--- config.mk ---
export PLATFORM = sky130hd
export DESIGN_NAME = pipe_add_sub
export DESIGN_NICKNAME = d
export VERILOG_FILES = /design/src/rtl/alu_pkg.sv /design/src/rtl/pipe_add_stage.sv /design/src/rtl/pipe_add_sub.sv
export SDC_FILE = /design/constraint.sdc
export NUM_CORES = 1
export LEC_CHECK = 0
export ABC_AREA = 1
export BUFFER_PORTS_ARGS = -buffer_cell sky130_fd_sc_hd__buf_2
export CORE_ASPECT_RATIO = 0.6
export CORE_MARGIN = 5
export CORE_UTILIZATION = 40
export DETAILED_ROUTE_END_ITERATION = 10
export MAX_ROUTING_LAYER = met4
export PLACE_DENSITY = 0.57
export REMOVE_ABC_BUFFERS = 1
export SLEW_MARGIN = 20
export SYNTH_ARGS = -nofsm -noshare
export SYNTH_HDL_FRONTEND = slang
export SYNTH_SLANG_ARGS = --single-unit
--- constraint.sdc ---
create_clock -name clk -period 3.6 [get_ports clk]
set_input_delay 0.18 -clock clk [delete_from_list [all_inputs] [get_ports clk]]
set_output_delay 0.18 -clock clk [all_outputs]
set_load 0.005 [all_outputs]
--- src/rtl/alu_pkg.sv ---
// Shared ALU definitions: the add/subtract op encoding and the signed saturation limits.
package alu_pkg;

    typedef enum logic {
        OP_ADD = 1'b0,
        OP_SUB = 1'b1
    } op_e;

    localparam int SAT_MAX_WIDTH = 64;

    // Largest positive two's-complement value of a w-bit word (0x7F..F).
    function automatic logic [SAT_MAX_WIDTH-1:0] sat_pos(input int unsigned w);
        return (64'd1 << (w - 1)) - 64'd1;
    endfunction

    // Most negative two's-complement value of a w-bit word (0x80..0).
    function automatic logic [SAT_MAX_WIDTH-1:0] sat_neg(input int unsigned w);
        return 64'd1 << (w - 1);
    endfunction

endpackage

--- src/rtl/pipe_add_stage.sv ---
// One pipeline stage of pipe_add_sub: adds its CHUNK-bit slice with the incoming carry and
// registers the partial result alongside the still-unprocessed operand bits.
module pipe_add_stage #(
    parameter int WIDTH = 8,
    parameter int CHUNK = 2,
    parameter int IDX   = 0
) (
    input  logic             clk,
    input  logic             rst_n,
    input  logic             adv,
    input  logic             v_in,
    input  logic [WIDTH-1:0] a_in,
    input  logic [WIDTH-1:0] bx_in,
    input  logic [WIDTH-1:0] s_in,
    input  logic             cin,
    output logic             v_out,
    output logic [WIDTH-1:0] a_out,
    output logic [WIDTH-1:0] bx_out,
    output logic [WIDTH-1:0] s_out,
    output logic             cout,
    output logic             c_msb
);

    localparam int LSB = IDX * CHUNK;

    logic [CHUNK-1:0] a_c;
    logic [CHUNK-1:0] b_c;
    logic [CHUNK:0]   sum;
    logic [WIDTH-1:0] s_next;
    logic             msb_cin;

    assign a_c = a_in[LSB +: CHUNK];
    assign b_c = bx_in[LSB +: CHUNK];
    assign sum = {1'b0, a_c} + {1'b0, b_c} + (CHUNK + 1)'(cin);

    // The carry into the chunk's top bit is recovered from that bit's sum and operands;
    // only the last stage's copy matters (it feeds the overflow flag).
    assign msb_cin = sum[CHUNK-1] ^ a_c[CHUNK-1] ^ b_c[CHUNK-1];

    // NOTE: every variable written in always_comb gets a full default first, so no path
    // leaves it unassigned and no latch is inferred.
    always_comb begin
        s_next = s_in;
        s_next[LSB +: CHUNK] = sum[CHUNK-1:0];
    end

    // NOTE: the datapath registers are reset along with the valid bit so the visible outputs
    // read as zero during reset; the valid bit alone decides whether the data means anything.
    always_ff @(posedge clk or negedge rst_n) begin
        if (!rst_n) begin
            v_out  <= 1'b0;
            a_out  <= '0;
            bx_out <= '0;
            s_out  <= '0;
            cout   <= 1'b0;
            c_msb  <= 1'b0;
        end else if (adv) begin
            // NOTE: non-blocking assignments for all clocked state, so every stage samples
            // its neighbour's pre-edge value regardless of evaluation order.
            v_out  <= v_in;
            a_out  <= a_in;
            bx_out <= bx_in;
            s_out  <= s_next;
            cout   <= sum[CHUNK];
            c_msb  <= msb_cin;
        end
    end

endmodule

--- src/rtl/pipe_add_sub.sv ---
// Pipelined add/subtract, one CHUNK = WIDTH/STAGES bit slice per stage (WIDTH must be a multiple
// of STAGES). Define SATURATE_EN to clamp signed overflow instead of wrapping.
module pipe_add_sub
    import alu_pkg::*;
#(
    parameter int WIDTH  = 8,
    parameter int STAGES = 4
) (
    input  logic             clk,
    input  logic             rst_n,
    input  logic             in_valid,
    output logic             in_ready,
    input  logic [WIDTH-1:0] a,
    input  logic [WIDTH-1:0] b,
    input  logic             op,
    output logic             out_valid,
    input  logic             out_ready,
    output logic [WIDTH-1:0] result,
    output logic             carry,
    output logic             overflow
);

    localparam int CHUNK = WIDTH / STAGES;

    logic             adv;
    logic [WIDTH-1:0] b_eff;

    logic             v_q   [STAGES];
    logic [WIDTH-1:0] a_q   [STAGES];
    logic [WIDTH-1:0] bx_q  [STAGES];
    logic [WIDTH-1:0] s_q   [STAGES];
    logic             c_q   [STAGES];
    logic             cm_q  [STAGES];

    logic [WIDTH-1:0] wrapped;

    // The whole pipe moves as one; a stalled output freezes every stage.
    assign adv      = !out_valid || out_ready;
    assign in_ready = adv;

    // Subtraction is a + ~b + 1, the +1 coming in as stage 0's carry.
    assign b_eff = (op_e'(op) == OP_SUB) ? ~b : b;

    for (genvar k = 0; k < STAGES; k++) begin : g_stage
        if (k == 0) begin : g_first
            pipe_add_stage #(.WIDTH(WIDTH), .CHUNK(CHUNK), .IDX(k)) u_stage (
                .clk    (clk),
                .rst_n  (rst_n),
                .adv    (adv),
                .v_in   (in_valid),
                .a_in   (a),
                .bx_in  (b_eff),
                .s_in   ({WIDTH{1'b0}}),
                .cin    (op),
                .v_out  (v_q[k]),
                .a_out  (a_q[k]),
                .bx_out (bx_q[k]),
                .s_out  (s_q[k]),
                .cout   (c_q[k]),
                .c_msb  (cm_q[k])
            );
        end else begin : g_next
            pipe_add_stage #(.WIDTH(WIDTH), .CHUNK(CHUNK), .IDX(k)) u_stage (
                .clk    (clk),
                .rst_n  (rst_n),
                .adv    (adv),
                .v_in   (v_q[k-1]),
                .a_in   (a_q[k-1]),
                .bx_in  (bx_q[k-1]),
                .s_in   (s_q[k-1]),
                .cin    (c_q[k-1]),
                .v_out  (v_q[k]),
                .a_out  (a_q[k]),
                .bx_out (bx_q[k]),
                .s_out  (s_q[k]),
                .cout   (c_q[k]),
                .c_msb  (cm_q[k])
            );
        end
    end

    // Outputs are pure functions of the last stage's registers, so they hold while stalled.
    assign out_valid = v_q[STAGES-1];
    assign wrapped   = s_q[STAGES-1];
    assign carry     = c_q[STAGES-1];
    assign overflow  = cm_q[STAGES-1] ^ c_q[STAGES-1];

`ifdef SATURATE_EN
    localparam logic [WIDTH-1:0] SAT_MAX = WIDTH'(sat_pos(WIDTH));
    localparam logic [WIDTH-1:0] SAT_MIN = WIDTH'(sat_neg(WIDTH));

    // A positive overflow wraps to a negative-looking word, and vice versa.
    assign result = !overflow ? wrapped : (wrapped[WIDTH-1] ? SAT_MAX : SAT_MIN);
`else
    assign result = wrapped;
`endif

endmodule
=== Yosys cells after proc, flatten, opt, wreduce, memory -nomap -nowiden ===
Cells that the tools add are included.

* Register bits: 77
* Bits of input ports: 21
* Output and inout port bits: 12
* Logic and storage cells: 34

* Add/sub/neg operators: 8
* Multiplexer cells: 1
* Bitwise logic cells: 4
* Reduce and logical (&&, ||, !) cells: 2

{| class="wikitable"
|+ Operators with widths
! cell !! count
|-
| $add A2 B2 Y3 || 4
|-
| $add A3 B1 Y3 || 4
|-
| $mux W8 || 1
|-
| $not A8 Y8 || 1
|-
| $xor A1 B1 Y1 || 3
|-
| $logic_not A1 Y1 || 1
|-
| $logic_or A1 B1 Y1 || 1
|}

=== Logic depth before layout (Yosys ltp) ===
* Depth in word-level cells: 4
* Mapped depth: 7
* Gate-level depth less buffers: 7

=== Hierarchy ===
From an unflattened synthesis, not the netlist that was laid out.

* Cells, all modules: 530
* Area total of the unflattened synthesis: 4,529.3 um^2

{| class="wikitable"
|+ Modules (own cells, without submodules)
! module !! instances !! cells an instance !! area an instance (um^2) !! seq. area each (um^2)
|-
| pipe_add_stage || 4 || 122 || 1,091.0 || 675.6
|-
| pipe_add_sub || 1 || 42 || 165.2 || 0.0
|}

=== Worst setup path before layout ===
Ideal clock, no wire load.

* Path kind: register -> register
* From: reg g_stage[2].g_next.u_stage.a_out[6]
* To: reg g_stage[3].g_next.u_stage.c_msb
* Library setup time: 0.118 ns
* Data arrival time: 1.444 ns
* Data required time: 3.482 ns
* Path slack: 2.037 ns
* Cell stages (with the launch flop): 8
* Buffers on the path: 0
* Clock period less this slack: 1.563 ns
* Cell sequence: dfrtp_1 inv_1 fa_1 fa_1 nand2_1 nand2_1 nand2_1 nand2_1

* Longest elaborated chain between the ends: 4

{| class="wikitable"
|+ RTL lines
! what !! RTL line !! text
|-
| start: declaration || pipe_add_stage.sv:17 || <nowiki>output logic [WIDTH-1:0] a_out,</nowiki>
|-
| start signal: assignment || pipe_add_stage.sv:61 || <nowiki>a_out <= a_in;</nowiki>
|-
| $add A2 B2 Y3 || pipe_add_stage.sv:34 || <nowiki>assign sum = {1'b0, a_c} + {1'b0, b_c} + (CHUNK + 1)'(cin);</nowiki>
|-
| $add A3 B1 Y3 || pipe_add_stage.sv:34 ||
|-
| $xor A1 B1 Y1 (2 in a row) || pipe_add_stage.sv:38 || <nowiki>assign msb_cin = sum[CHUNK-1] ^ a_c[CHUNK-1] ^ b_c[CHUNK-1];</nowiki>
|-
| end signal: assignment || pipe_add_stage.sv:65 || <nowiki>c_msb <= msb_cin;</nowiki>
|-
| end: declaration || pipe_add_stage.sv:21 || <nowiki>output logic c_msb</nowiki>
|}

Every way passes these cells.
A chain may end at the register's enable or synchronous reset.

=== Worst setup path after layout ===
Same ends and word-level chain as after synthesis.

==> reports/metrics.yaml <==
nFillCells: 571
cts.htree.levels: 2
crit_cells: 7
syn-mean-instance-area_um2: 9.87
clk_pin_slew_ns: 0.09
ys_seq_elements: 53
worstHoldStart: "in_valid"
n_antenna_cell: 0
grt-ovfl-total: 0
crit_top_cell: "nand2_1"
postPlaceCellArea_um2: 2450
root_buffer: "clkbuf_8"
grt_max_degree: 55
critPathLaunchType: "register"
ir_drop_mv: 0.263
yosysSeqAreaShare: 0.584
cap_violations: 0
p_sw_uw: 687
grt_antenna_before_repair: 0
fin_setup_tns_ns: 0
critPathBufInv: 1
synthCells: 230
cts.sinks: 53
netlist_top_cells_count: "nand2_1, dfrtp_1, o21ai_0"
design_area_um2: 2540
leakagePower_nw: 1.27
dr.max_layer_used: "met3"
p_comb_frac: 0.336
fin_util: 0.458
grtUsageTotal: 0.120
drv_slew: 0
post_drt_wl_per_cell_um: 11.3
clock_skew_ns: 0.00563
drt-vias-per-instance: 4.32
r2r_cells: 7
drive_above_1_share: 0.165
post_cts_resized: 0
dpl.hpwl_um: 2420
setup_viol: 0
drc_errors: 0
die_y_um: 68.4
intPower_mw: 1.25
route.met3.wl_um: 188
synth.distinct_cells: 18
wl_met2_um: 1680
ys.flop_type: "dfrtp_1"
dieArea_um2: 7330
fin_nets: 288
cp_cell_sequence: "inv_1, fa_1, fa_1, nand2_1, nand2_1, nand2_1, nand2_1"
cts_tree: "built"
clockBufferDepth: 2
yosys_warnings: 0
synth_edf_count: 0
cts_setup_buffers: 0
wl_um: 3850
crit_type: "reg -> reg"
dr.pass1.iters: 4
yosysTopAreaCellShare: 0.584
critPathMaxStageDelay_ns: 0.51
port_buffers: 32
power_frac_seq: 0.498
cp_max_fo: 2
core_um2: 5540
rsz0062_at_grt: "no"
r2r-end: "g_stage[3].g_next.u_stage.c_msb"
first_global_vias: 1458
ant_nets: 0
cp_data_required_time_ns: 3.84
swShare: 0.354
critPathTopFamily: "adder cells"
ys_top_cells_by_area: "dfrtp_1, nand2_1, o21ai_0"
min_path_type: "in -> reg"
r2r_setup_slack_ns: 1.94
critPathCaptureType: "register"
clockPowerShare: 0.166
cts_buffers: 5
gp_congestion: 0.708
final_hold_viol_count: 0
synth.most_common_cell: "nand2_1"
cp_data_arrival_time_ns: 1.90
num_vias: 1472
start_util: 0.409
power.density_nw_per_um2: 763
crit_slowest_cell: "fa_1"
holdPathStages: 3
design_power_total_mw: 1.94
synth_area_um2: 2270
crit_start: "g_stage[2].g_next.u_stage.a_out[6]"
period_needed_ns: 1.66
relSlewSlack: 0.554
clkLatencyLatePin_ns: 0.30
wl_met1_um: 1980
status: "completed"
grt_pass1_wl_um: 6630
area.growth.synth_to_final_pct: 12.0
drt_iter0_markers: 75
synth_top_cell_by_area: "dfrtp_1"
io_pins: 33
synth_async_sr_flop_share: 1.00
fp.dieW_um: 107
rows: 21
max_freq_mhz: 604
period_share: 0.460
whs_endpoint: "g_stage[0].g_first.u_stage.v_out"
tightest_slew_ns: 0.668
rr_startpoint: "g_stage[2].g_next.u_stage.a_out[6]"
[logic make-up after synthesis]
kind of cell | Yosys count | synth area share
compound gates | 38 | 0.0849
xor+xnor | 9 | 0.0347
fa+ha+maj | 7 | 0.0617
buf+inv | 35 | 0.0799
flops | 53 | 0.584
mux | 1 | 0.00496
simple gates | 87 | 0.149
[power by group through the flow]
stage / combinational [mW] / clock, mW / sequential [mW]
final: 0.652 / 0.323 / 0.965
after global routing: 0.795 / 0.360 / 0.998
after CTS: 0.672 / 0.341 / 0.969
after detailed placement: 0.668 / 0 / 0.979
after global placement: 0.648 / 0 / 0.973
after floorplan: 0.452 / 0 / 0.967
[how the worst max path moves through the flow]
stage / endpoint / slack [ns]
2_1_floorplan: g_stage[3].g_next.u_stage.c_msb / 2.02
3_3_place_gp: g_stage[3].g_next.u_stage.c_msb / 1.98
3_5_place_dp: g_stage[3].g_next.u_stage.c_msb / 1.95
4_1_cts: g_stage[3].g_next.u_stage.c_msb / 1.94
5_1_grt: g_stage[3].g_next.u_stage.c_msb / 1.83
6_report: g_stage[3].g_next.u_stage.c_msb / 1.94
[state kept, by name (all words and copies together) (netlist names)]
register and cells:
g_stage.g_first.u_stage.a_out 6, g_stage.g_first.u_stage.bx_out 6, g_stage.g_first.u_stage.cout 1, g_stage.g_first.u_stage.s_out 2, g_stage.g_first.u_stage.v_out 1, g_stage.g_next.u_stage.a_out 6
g_stage.g_next.u_stage.bx_out 6, g_stage.g_next.u_stage.c_msb 1, g_stage.g_next.u_stage.cout 3, g_stage.g_next.u_stage.s_out 18, g_stage.g_next.u_stage.v_out 3
[metal layers]
metal,GRT usage,vias to the layer above
li1,-,763
met4,0.0239,0
met1,0.159,684
met5,-,-
met2,0.183,25
met3,0.0386,0
[area by class of cell]
cell class | instances | area, um^2 | area share
Multi-Input combinational cell | 142 | 762 | 0.300
Clock buffer | 6 | 72.6 | 0.0286
Clock inverter | 2 | 10.0 | 0.00394
Inverter | 24 | 92.6 | 0.0364
Tap cell | 80 | 100 | 0.0394
Timing Repair Buffer | 34 | 178 | 0.0699
Sequential cell | 53 | 1330 | 0.522
[stage by stage]
stage | hold slack [ns] | std cells | setup slack, ns
after floorplan | -0.116 | 219 | 2.02
after global placement | 0.252 | 332 | 1.98
after detailed placement | 0.256 | 332 | 1.95
after CTS | 0.0693 | 341 | 1.94
after global routing | 0.0688 | 341 | 1.83
final | 0.0761 | 341 | 1.94
[worst min-delay path, delay by kind of cell]
kind | cells | cell delay (ns)
simple gates | 2 | 0.09
buf+inv | 1 | 0.07
[what timing repair did]
item                                   in CTS  in global routing
endpoints found under the hold margin      27                  0
hold buffers                                1                  0
setup endpoints to repair                   0                  0
[cell usage in the layout (no fill, tap or decap), types with 2 or more instances in the layout]
cell type   n
buf_2      32
clkinv_2    2
nand2_1    83
o21ai_0    32
dfrtp_1    53
inv_1      23
clkbuf_8    5
xor2_1      2
o21ai_1     5
fa_1        7
nand3_1     2
xnor2_1     7
Power figures use the tool's default switching activity.
